File: config.mk
export PLATFORM = sky130hd
export DESIGN_NAME = bpi_intrf_seq
export DESIGN_NICKNAME = d
export VERILOG_FILES = /design/src/rtl/bpi_intrf_seq.sv
export SDC_FILE = /design/constraint.sdc
export NUM_CORES = 1
export LEC_CHECK = 0
export CAP_MARGIN = 20
export CORE_AREA = 2 2 46 69
export DETAILED_ROUTE_END_ITERATION = 8
export DIE_AREA = 0 0 48 71
export PLACE_DENSITY = 0.82
export SETUP_SLACK_MARGIN = 0.05
export SLEW_MARGIN = 20
export SYNTH_ARGS = -nofsm -noshare
export SYNTH_HDL_FRONTEND = slang
export SYNTH_SLANG_ARGS = --single-unit
File: constraint.sdc
create_clock -name CLK -period 2.2 [get_ports CLK]
set_input_delay 0.44 -clock CLK [delete_from_list [all_inputs] [get_ports CLK]]
set_output_delay 0.44 -clock CLK [all_outputs]
set_load 0.05 [all_outputs]
File: src/rtl/bpi_intrf_seq.sv
`default_nettype none
// ============================================================================
// Module      : bpi_intrf_seq
// Description : Parametrised BPI parallel-flash strobe sequencer. Generates
//               E/G/W/L flash strobes for single-word writes and multi-word
//               reads, plus capture/load/address-increment strobes for the
//               datapath. All outputs are registered and decoded from the
//               next state, so while state==S the outputs equal decode(S).
// Ports       : CLK, RST (async, active-high)
//               EXECUTE, READ, WRITE, NWORDS[NW_W-1:0]  - command inputs
//               BUSY, CAP, E, G, W, L, LOAD, ADDR_INC,
//               DONE, ERR                               - registered strobes
// Revision    : 1.0 - initial parametrised release
// ============================================================================
module bpi_intrf_seq #(
  parameter int RD_WAIT = 3,
  parameter int PG_WAIT = 1,
  parameter int WE_CYC  = 2,
  parameter int WR_RCV  = 0,
  parameter int NW_W    = 8
) (
  input  logic            CLK,
  input  logic            RST,
  input  logic            EXECUTE,
  input  logic            READ,
  input  logic            WRITE,
  input  logic [NW_W-1:0] NWORDS,
  output logic            BUSY,
  output logic            CAP,
  output logic            E,
  output logic            G,
  output logic            W,
  output logic            L,
  output logic            LOAD,
  output logic            ADDR_INC,
  output logic            DONE,
  output logic            ERR
);

  localparam int MAX_A = (RD_WAIT > PG_WAIT) ? RD_WAIT : PG_WAIT;
  localparam int MAX_B = (WE_CYC > WR_RCV) ? WE_CYC : WR_RCV;
  localparam int MAXW  = (MAX_A > MAX_B) ? MAX_A : MAX_B;
  localparam int CW    = $clog2(MAXW + 1);

  // Held states load N-1 and leave when the counter reaches zero.
  localparam logic [CW-1:0] RD_LD = CW'(RD_WAIT - 1);
  localparam logic [CW-1:0] PG_LD = CW'(PG_WAIT - 1);
  localparam logic [CW-1:0] WE_LD = CW'(WE_CYC - 1);
  localparam int            WR_I  = (WR_RCV > 0) ? (WR_RCV - 1) : 0;
  localparam logic [CW-1:0] WR_LD = CW'(WR_I);

  localparam logic [3:0] S_STANDBY = 4'd0;
  localparam logic [3:0] S_CAPTURE = 4'd1;
  localparam logic [3:0] S_LATCH   = 4'd2;
  localparam logic [3:0] S_WE      = 4'd3;
  localparam logic [3:0] S_WR_RCV  = 4'd4;
  localparam logic [3:0] S_RD_WAIT = 4'd5;
  localparam logic [3:0] S_RD_LOAD = 4'd6;
  localparam logic [3:0] S_RD_NEXT = 4'd7;
  localparam logic [3:0] S_RD_HOLD = 4'd8;

  logic [3:0]      state, state_nxt;
  logic [CW-1:0]   cnt, cnt_nxt;
  logic [NW_W-1:0] rem, rem_nxt;
  logic            err_nxt;

  always_comb begin
    state_nxt = S_STANDBY;
    cnt_nxt   = cnt;
    rem_nxt   = rem;
    err_nxt   = 1'b0;
    case (state)
      S_STANDBY: state_nxt = EXECUTE ? S_CAPTURE : S_STANDBY;
      S_CAPTURE: begin
        state_nxt = S_LATCH;
        rem_nxt   = (NWORDS == '0) ? NW_W'(1) : NWORDS;
      end
      S_LATCH: begin
        if (WRITE) begin
          state_nxt = S_WE;
          cnt_nxt   = WE_LD;
        end else if (READ) begin
          state_nxt = S_RD_WAIT;
          cnt_nxt   = RD_LD;
        end else begin
          state_nxt = S_STANDBY;
          err_nxt   = 1'b1;
        end
      end
      S_WE: begin
        if (cnt != '0) begin
          state_nxt = S_WE;
          cnt_nxt   = cnt - 1'b1;
        end else if (WR_RCV > 0) begin
          state_nxt = S_WR_RCV;
          cnt_nxt   = WR_LD;
        end else begin
          state_nxt = S_STANDBY;
        end
      end
      S_WR_RCV: begin
        if (cnt != '0) begin
          state_nxt = S_WR_RCV;
          cnt_nxt   = cnt - 1'b1;
        end else begin
          state_nxt = S_STANDBY;
        end
      end
      S_RD_WAIT: begin
        if (cnt != '0) begin
          state_nxt = S_RD_WAIT;
          cnt_nxt   = cnt - 1'b1;
        end else begin
          state_nxt = S_RD_LOAD;
        end
      end
      S_RD_LOAD: begin
        rem_nxt   = rem - 1'b1;
        state_nxt = (rem > NW_W'(1)) ? S_RD_NEXT : S_RD_HOLD;
      end
      S_RD_NEXT: begin
        state_nxt = S_RD_WAIT;
        cnt_nxt   = PG_LD;
      end
      S_RD_HOLD: state_nxt = S_STANDBY;
      default:   state_nxt = S_STANDBY;
    endcase
  end

  // Decode of the next state; DONE in a held state depends on whether the
  // next cycle is its last one (counter reaching zero).
  logic busy_n, cap_n, e_n, g_n, w_n, l_n, load_n, inc_n, done_n;

  always_comb begin
    busy_n = (state_nxt != S_STANDBY);
    cap_n  = (state_nxt == S_CAPTURE);
    l_n    = (state_nxt == S_LATCH);
    w_n    = (state_nxt == S_WE);
    g_n    = (state_nxt == S_RD_WAIT) || (state_nxt == S_RD_LOAD) ||
             (state_nxt == S_RD_NEXT) || (state_nxt == S_RD_HOLD);
    e_n    = l_n || w_n || g_n || (state_nxt == S_WR_RCV);
    load_n = (state_nxt == S_RD_LOAD);
    inc_n  = (state_nxt == S_RD_NEXT);
    done_n = (state_nxt == S_RD_HOLD) ||
             ((state_nxt == S_WR_RCV) && (cnt_nxt == '0)) ||
             ((state_nxt == S_WE) && (cnt_nxt == '0) && (WR_RCV == 0));
  end

  always_ff @(posedge CLK or posedge RST) begin
    if (RST) begin
      state    <= S_STANDBY;
      cnt      <= '0;
      rem      <= '0;
      BUSY     <= 1'b0;
      CAP      <= 1'b0;
      E        <= 1'b0;
      G        <= 1'b0;
      W        <= 1'b0;
      L        <= 1'b0;
      LOAD     <= 1'b0;
      ADDR_INC <= 1'b0;
      DONE     <= 1'b0;
      ERR      <= 1'b0;
    end else begin
      state    <= state_nxt;
      cnt      <= cnt_nxt;
      rem      <= rem_nxt;
      BUSY     <= busy_n;
      CAP      <= cap_n;
      E        <= e_n;
      G        <= g_n;
      W        <= w_n;
      L        <= l_n;
      LOAD     <= load_n;
      ADDR_INC <= inc_n;
      DONE     <= done_n;
      ERR      <= err_nxt;
    end
  end

endmodule
`default_nettype wire

==> metrics.yaml, run 1 <==
run_status:
  status: "completed"
yosys:
  avgSynthCellArea_sq_um: 9.32
  ys_seq_area_share_pct: 43.5
  synth_cell_type_count: 55
  synth_cells: 148
  synthFlopType: "dfrtp_1"
  synth-async-reset-ratio_pct: 100
  yosysWarnings: 0
  synth-edff-count: 0
  synth_fp_nets: 163
  synth_seq_cells: 24
  syn_area_sq_um: 1380
drt:
  detail_route.vias_per_cell: 5.78
  first_pass_iters: 4
  wire_per_inst_um: 14.2
  drt.antenna.violating_nets: 0
  drt_iter0_markers: 31
  dr_total_vias: 1232
  wl_mm: 3.03
  drc_errors: 0
die:
  core-area_sq_um: 2850
  dieWidth_um: 48
  initial_core_util_pct: 48.4
  fp.dieH_um: 71
  row_count: 24
  die_area_sq_um: 3410
  io_pins: 23
sta:
  finalClockSkew_ps: 4.30
  finalWorstSetupSlack_ps: 324
  rsz0062_at_grt: "no"
  hold_violations: 0
  finalSetupViolations: 0
  min_period_ps: 1880
  slew_viol_final: 0
  tns_ps: 0
  holdWs_ps: 520
  maxSlewHeadroom_pct: 66.8
  finalCritPeriodShare_pct: 85.3
  fmax_ghz: 0.533
  tightest_slew_ps: 497
critical_path:
  critPathMaxFanout: 8
  critPathArrivalTime_ps: 2030
  timing.rr.start: "state[2]"
  r2r_cells: 4
  required_ps: 2350
  ff2ff_setup_slack_ps: 320
  path_class: "reg2reg"
  cp-start-kind: "flop"
  worstReg2RegEnd: "rem[4]"
  end_kind: "flop"
power_and_ir_drop:
  max-vdd-ir-drop_v: 0.000359
  p_per_area_nw_per_um2: 451
  total_leakage_power_nw: 0.704
grt:
  grt_pass1_vias: 1230
  grt_use_met3_pct: 2.55
  met2_usage_pct: 35.0
  track_usage_pct: 20.8
  antenna_found_initial: 0
  grt_util_met1_pct: 24.8
  grt_max_degree: 25
  overflow: 0
  grt_pass1_wl_mm: 5.24
  busiest_layer: "met2"
final_layout:
  layout.cells.non_filler: 213
  mostFrequentLayoutCells: "dfrtp_1 (24), clkdlybuf4s50_1 (22), nand2_1 (13)"
  areaGrowthSynthToFinish_pct: 24.6
  nets: 190
  diodes: 0
  final_common_cell: "dfrtp_1"
  regArea_sq_um: 601
  multi_input_area_sq_um: 692
  nFillCells: 251
  layout-drive-gt1-share_pct: 13.2
clocking:
  cts_tree: "done"
  post_cts_buffers: 0
  worstSkewPairLatency_ps: 260
  cts-root-buf: "clkbuf_8"
  cts_buffers: 3
  clkTransAtPathRegs_ps: 80
  hold_buffers: 0
  cts_buffer_depth: 2
  clkSinkCount: 24
  htree_levels: 1
  ctsResizeCount: 0
min_path:
  hold_class: "in2async"
run:
  max_cap_viol_count: 0
placed_design:
  portBuffers: 22
  place_inst: 209
  gp_congestion: 0.898
  dp_hpwl_mm: 2.33
  place_ws_ps: 232
## area by class of cell
type / instances / share of cell area (%)
tap: 39 / 2.84
multi-input combinational: 106 / 40.2
inverter: 10 / 2.47
timing repair buffer: 30 / 16.3
clock buffer: 4 / 3.20
sequential: 24 / 34.9
## routing by layer
layer  part of all wire [%]  vias up
met2                     53       24
met1                     43      615
li1                       -      589
met5                      0        -
met3                    2.4        4
met4                    1.6        0
## per-stage QoR
| stage | power, W | util [%] | instance area (sq um) |
|---|---|---|---|
| 6_report | 0.000775 | 60.3 | 1720 |
| 5_1_grt | 0.000801 | 60.3 | 1720 |
| 4_1_cts | 0.000781 | 60.3 | 1720 |
| 3_5_place_dp | 0.000489 | 58.3 | 1660 |
| 3_3_place_gp | 0.000488 | 58.3 | 1660 |
| 2_1_floorplan | 0.000459 | - | 1380 |
## cells in the mapped netlist, types with 3 or more instances
| cell type | instances | area share (%) |
|---|---|---|
| inv_1 | 9 | 2.4 |
| nor4_1 | 4 | 1.8 |
| and2_1 | 3 | 1.4 |
| clkbuf_1 | 3 | 0.82 |
| a21oi_1 | 7 | 2.5 |
| buf_2 | 3 | 1.1 |
| nand2_1 | 13 | 3.5 |
| nor2b_1 | 5 | 2.3 |
| nor2_1 | 12 | 3.3 |
| o22ai_1 | 3 | 1.4 |
| o21ai_1 | 3 | 1.1 |
| dfrtp_1 | 24 | 44 |
| o21ai_0 | 4 | 1.5 |
## power by group
part           total [W]       switching (W)  leakage, nW  internal [W]
clock           0.000295            0.000136       0.0288      0.000160
sequential      0.000441  0.0000000000000179        0.301      0.000441
combinational  0.0000390           0.0000171        0.375     0.0000219
## kinds of logic (layout without fill, tap and decap cells)
group,after synthesis,count (layout),share of synthesized area (%)
xor gates and xnor gates,1,1,0.635
DFF,24,24,43.5
buffers and inverters,18,44,6.35
and+or+nand+nor,62,62,26.7
AOI/OAI and AO/OA,40,40,20.1
adders and majority gates,2,2,1.81
muxes,1,1,0.816
## registers in the layout, indices dropped and copies added, names as in the netlist
register  flops
L             1
LOAD          1
cnt           2
W             1
rem           8
state         4
DONE          1
BUSY          1
G             1
CAP           1
E             1
ERR           1
ADDR_INC      1
## critical path, stage by stage (launching register included)
cell     delay, ps
dfrtp_1        470
or4b_1         710
nand2_2        210
nand2_1         70
a221o_1        300
## worst max-delay path by stage
stage,startpoint,end,cells past startpoint
2_1_floorplan,rem[4],BUSY,4
3_3_place_gp,NWORDS[4],rem[0],5
3_5_place_dp,NWORDS[4],rem[0],5
4_1_cts,state[2],rem[4],4
5_1_grt,state[2],rem[4],4
6_report,state[2],rem[4],4
Note: power is estimated with default switching activity, not from simulation.
==> run 2: changes to the inputs <==
clock period = 1.8 ns   (was 2.2 ns; I/O delays follow)
==> run 2 against run 1 <==
- core utilization up 1.9 points
- final cell count is 3.3% higher
- sequential share of layout area fell by 1.1 points
- critical path type unchanged
- largest cell class unchanged
- highest routed layer unchanged
==> metrics.yaml, run 2 (same netlist as run 1, synthesis figures left out) <==
run_status:
  status: "completed"
grt:
  antenna_found_initial: 0
  grt_pass1_vias: 1283
  track_usage_pct: 22.1
  grt_pass1_wl_mm: 5.57
  grt_max_degree: 25
  overflow: 0
drt:
  wire_per_inst_um: 14.8
  first_pass_iters: 6
  drc_errors: 0
  drt_iter0_markers: 36
  dr_total_vias: 1243
  wl_mm: 3.26
  detail_route.vias_per_cell: 5.65
  drt.antenna.violating_nets: 0
power_and_ir_drop:
  p_per_area_nw_per_um2: 537
  max-vdd-ir-drop_v: 0.000635
  total_leakage_power_nw: 0.756
sta:
  slew_viol_final: 0
  rsz0062_at_grt: "no"
  min_period_ps: 1700
  finalClockSkew_ps: 4.50
  maxSlewHeadroom_pct: 72.3
  hold_violations: 0
  fmax_ghz: 0.589
  tightest_slew_ps: 412
  finalWorstSetupSlack_ps: 101
  finalCritPeriodShare_pct: 94.4
  finalSetupViolations: 0
placed_design:
  place_ws_ps: -61.4
  dp_hpwl_mm: 2.50
  portBuffers: 22
  gp_congestion: 0.857
  placed_area_sq_um: 1680
final_layout:
  areaGrowthSynthToFinish_pct: 28.5
  mostFrequentLayoutCells: "buf_4 (25), dfrtp_1 (24), nand2_1 (13)"
  nets: 197
  largest_register_ffs: 8
  diodes: 0
  final_cell_area_sq_um: 1770
  layout-drive-gt1-share_pct: 23.8
  final_common_cell: "buf_4"
  nFillCells: 237
  top_regs: "rem x8, state x4, cnt x2"
  regMostFlops: "rem"
die:
  initial_core_util_pct: 48.4
  io_pins: 23
  die_area_sq_um: 3410
  fp.dieH_um: 71
  dieWidth_um: 48
  core-area_sq_um: 2850
  row_count: 24
critical_path:
  crit_chain: "or3_4 -> or4_4 -> o211ai_2 -> o211ai_1"
  critPathArrivalTime_ps: 1850
  cp.buffers_inverters: 0
  end_kind: "flop"
  path_class: "reg2reg"
  required_ps: 1950
  crit_path_top_delay_cell: "or4_4"
  cpLargestDelayFamily: "simple AND/OR/NAND/NOR gates"
  critPathMaxFanout: 4
  critPathMaxStageDelay_ps: 490
  cp-start-kind: "flop"
clocking:
  cts_buffer_depth: 2
  cts_tree: "done"
  clkSinkCount: 24
  clkTransAtPathRegs_ps: 80
  htree_levels: 1
  cts-root-buf: "clkbuf_8"
  cts_buffers: 3
  worstSkewPairLatency_ps: 270
run:
  max_cap_viol_count: 0
min_path:
  hold_class: "in2async"
## run 2: cell type report
class                      instances  area [sq um]  area share (%)
inverter                          10          42.5            2.40
timing repair buffer              37           308            17.4
tap                               39          48.8            2.75
clock buffer                       4          55.1            3.11
sequential                        24           601            33.9
multi-input combinational        106           718            40.5
## run 2: final timing paths
kind	from	to	slack, ps	depth (start not counted)
hold / removal	RST	LOAD	430	3
setup reg to reg	rem[5]	BUSY	100	4
max in group asynchronous	RST	rem[0]	1140	3
setup / recovery	rem[5]	BUSY	100	4
hold reg to reg	rem[6]	rem[6]	550	2
min in group CLK	rem[6]	rem[6]	550	2
## run 2: per-layer routing
metal	routed length [um]	track usage, %	up-vias
li1	-	-	607
met1	1260	26.2	590
met2	1830	37.5	38
met3	109	3.06	8
met4	65	9.61	0
met5	0	0	-
## run 2: power by group
part | internal [W] | switching (W) | leakage, nW | total, W
clock network | 0.000195 | 0.000169 | 0.0288 | 0.000365
registers | 0.000539 | 0.0000000000000220 | 0.301 | 0.000539
logic | 0.0000280 | 0.0000209 | 0.426 | 0.0000490
## run 2: through the flow
step	total power, W	util [%]	cells	TNS (ps)	hold WS, ps
detailed placement	0.000599	59.0	215	-205	525
CTS	0.000958	61.0	219	0	445
finish	0.000952	62.1	220	0	432
global route	0.000995	62.1	220	0	485
floorplan	0.000561	-	148	0	375
global placement	0.000598	59.0	215	0	504
## run 2: worst min-delay path: stages
cell and delay [ps]:
clkdlybuf4s50_1 400, inv_1 50, buf_4 290
## run 2: repair_timing
| action | 4_1_cts | 5_1_grt |
|---|---|---|
| hold buffers | 0 | 0 |
| gates resized for setup | 0 | 5 |
| setup buffers | 0 | 1 |
| setup endpoints to repair | 0 | 6 |
| endpoints found under the hold margin | 0 | 0 |
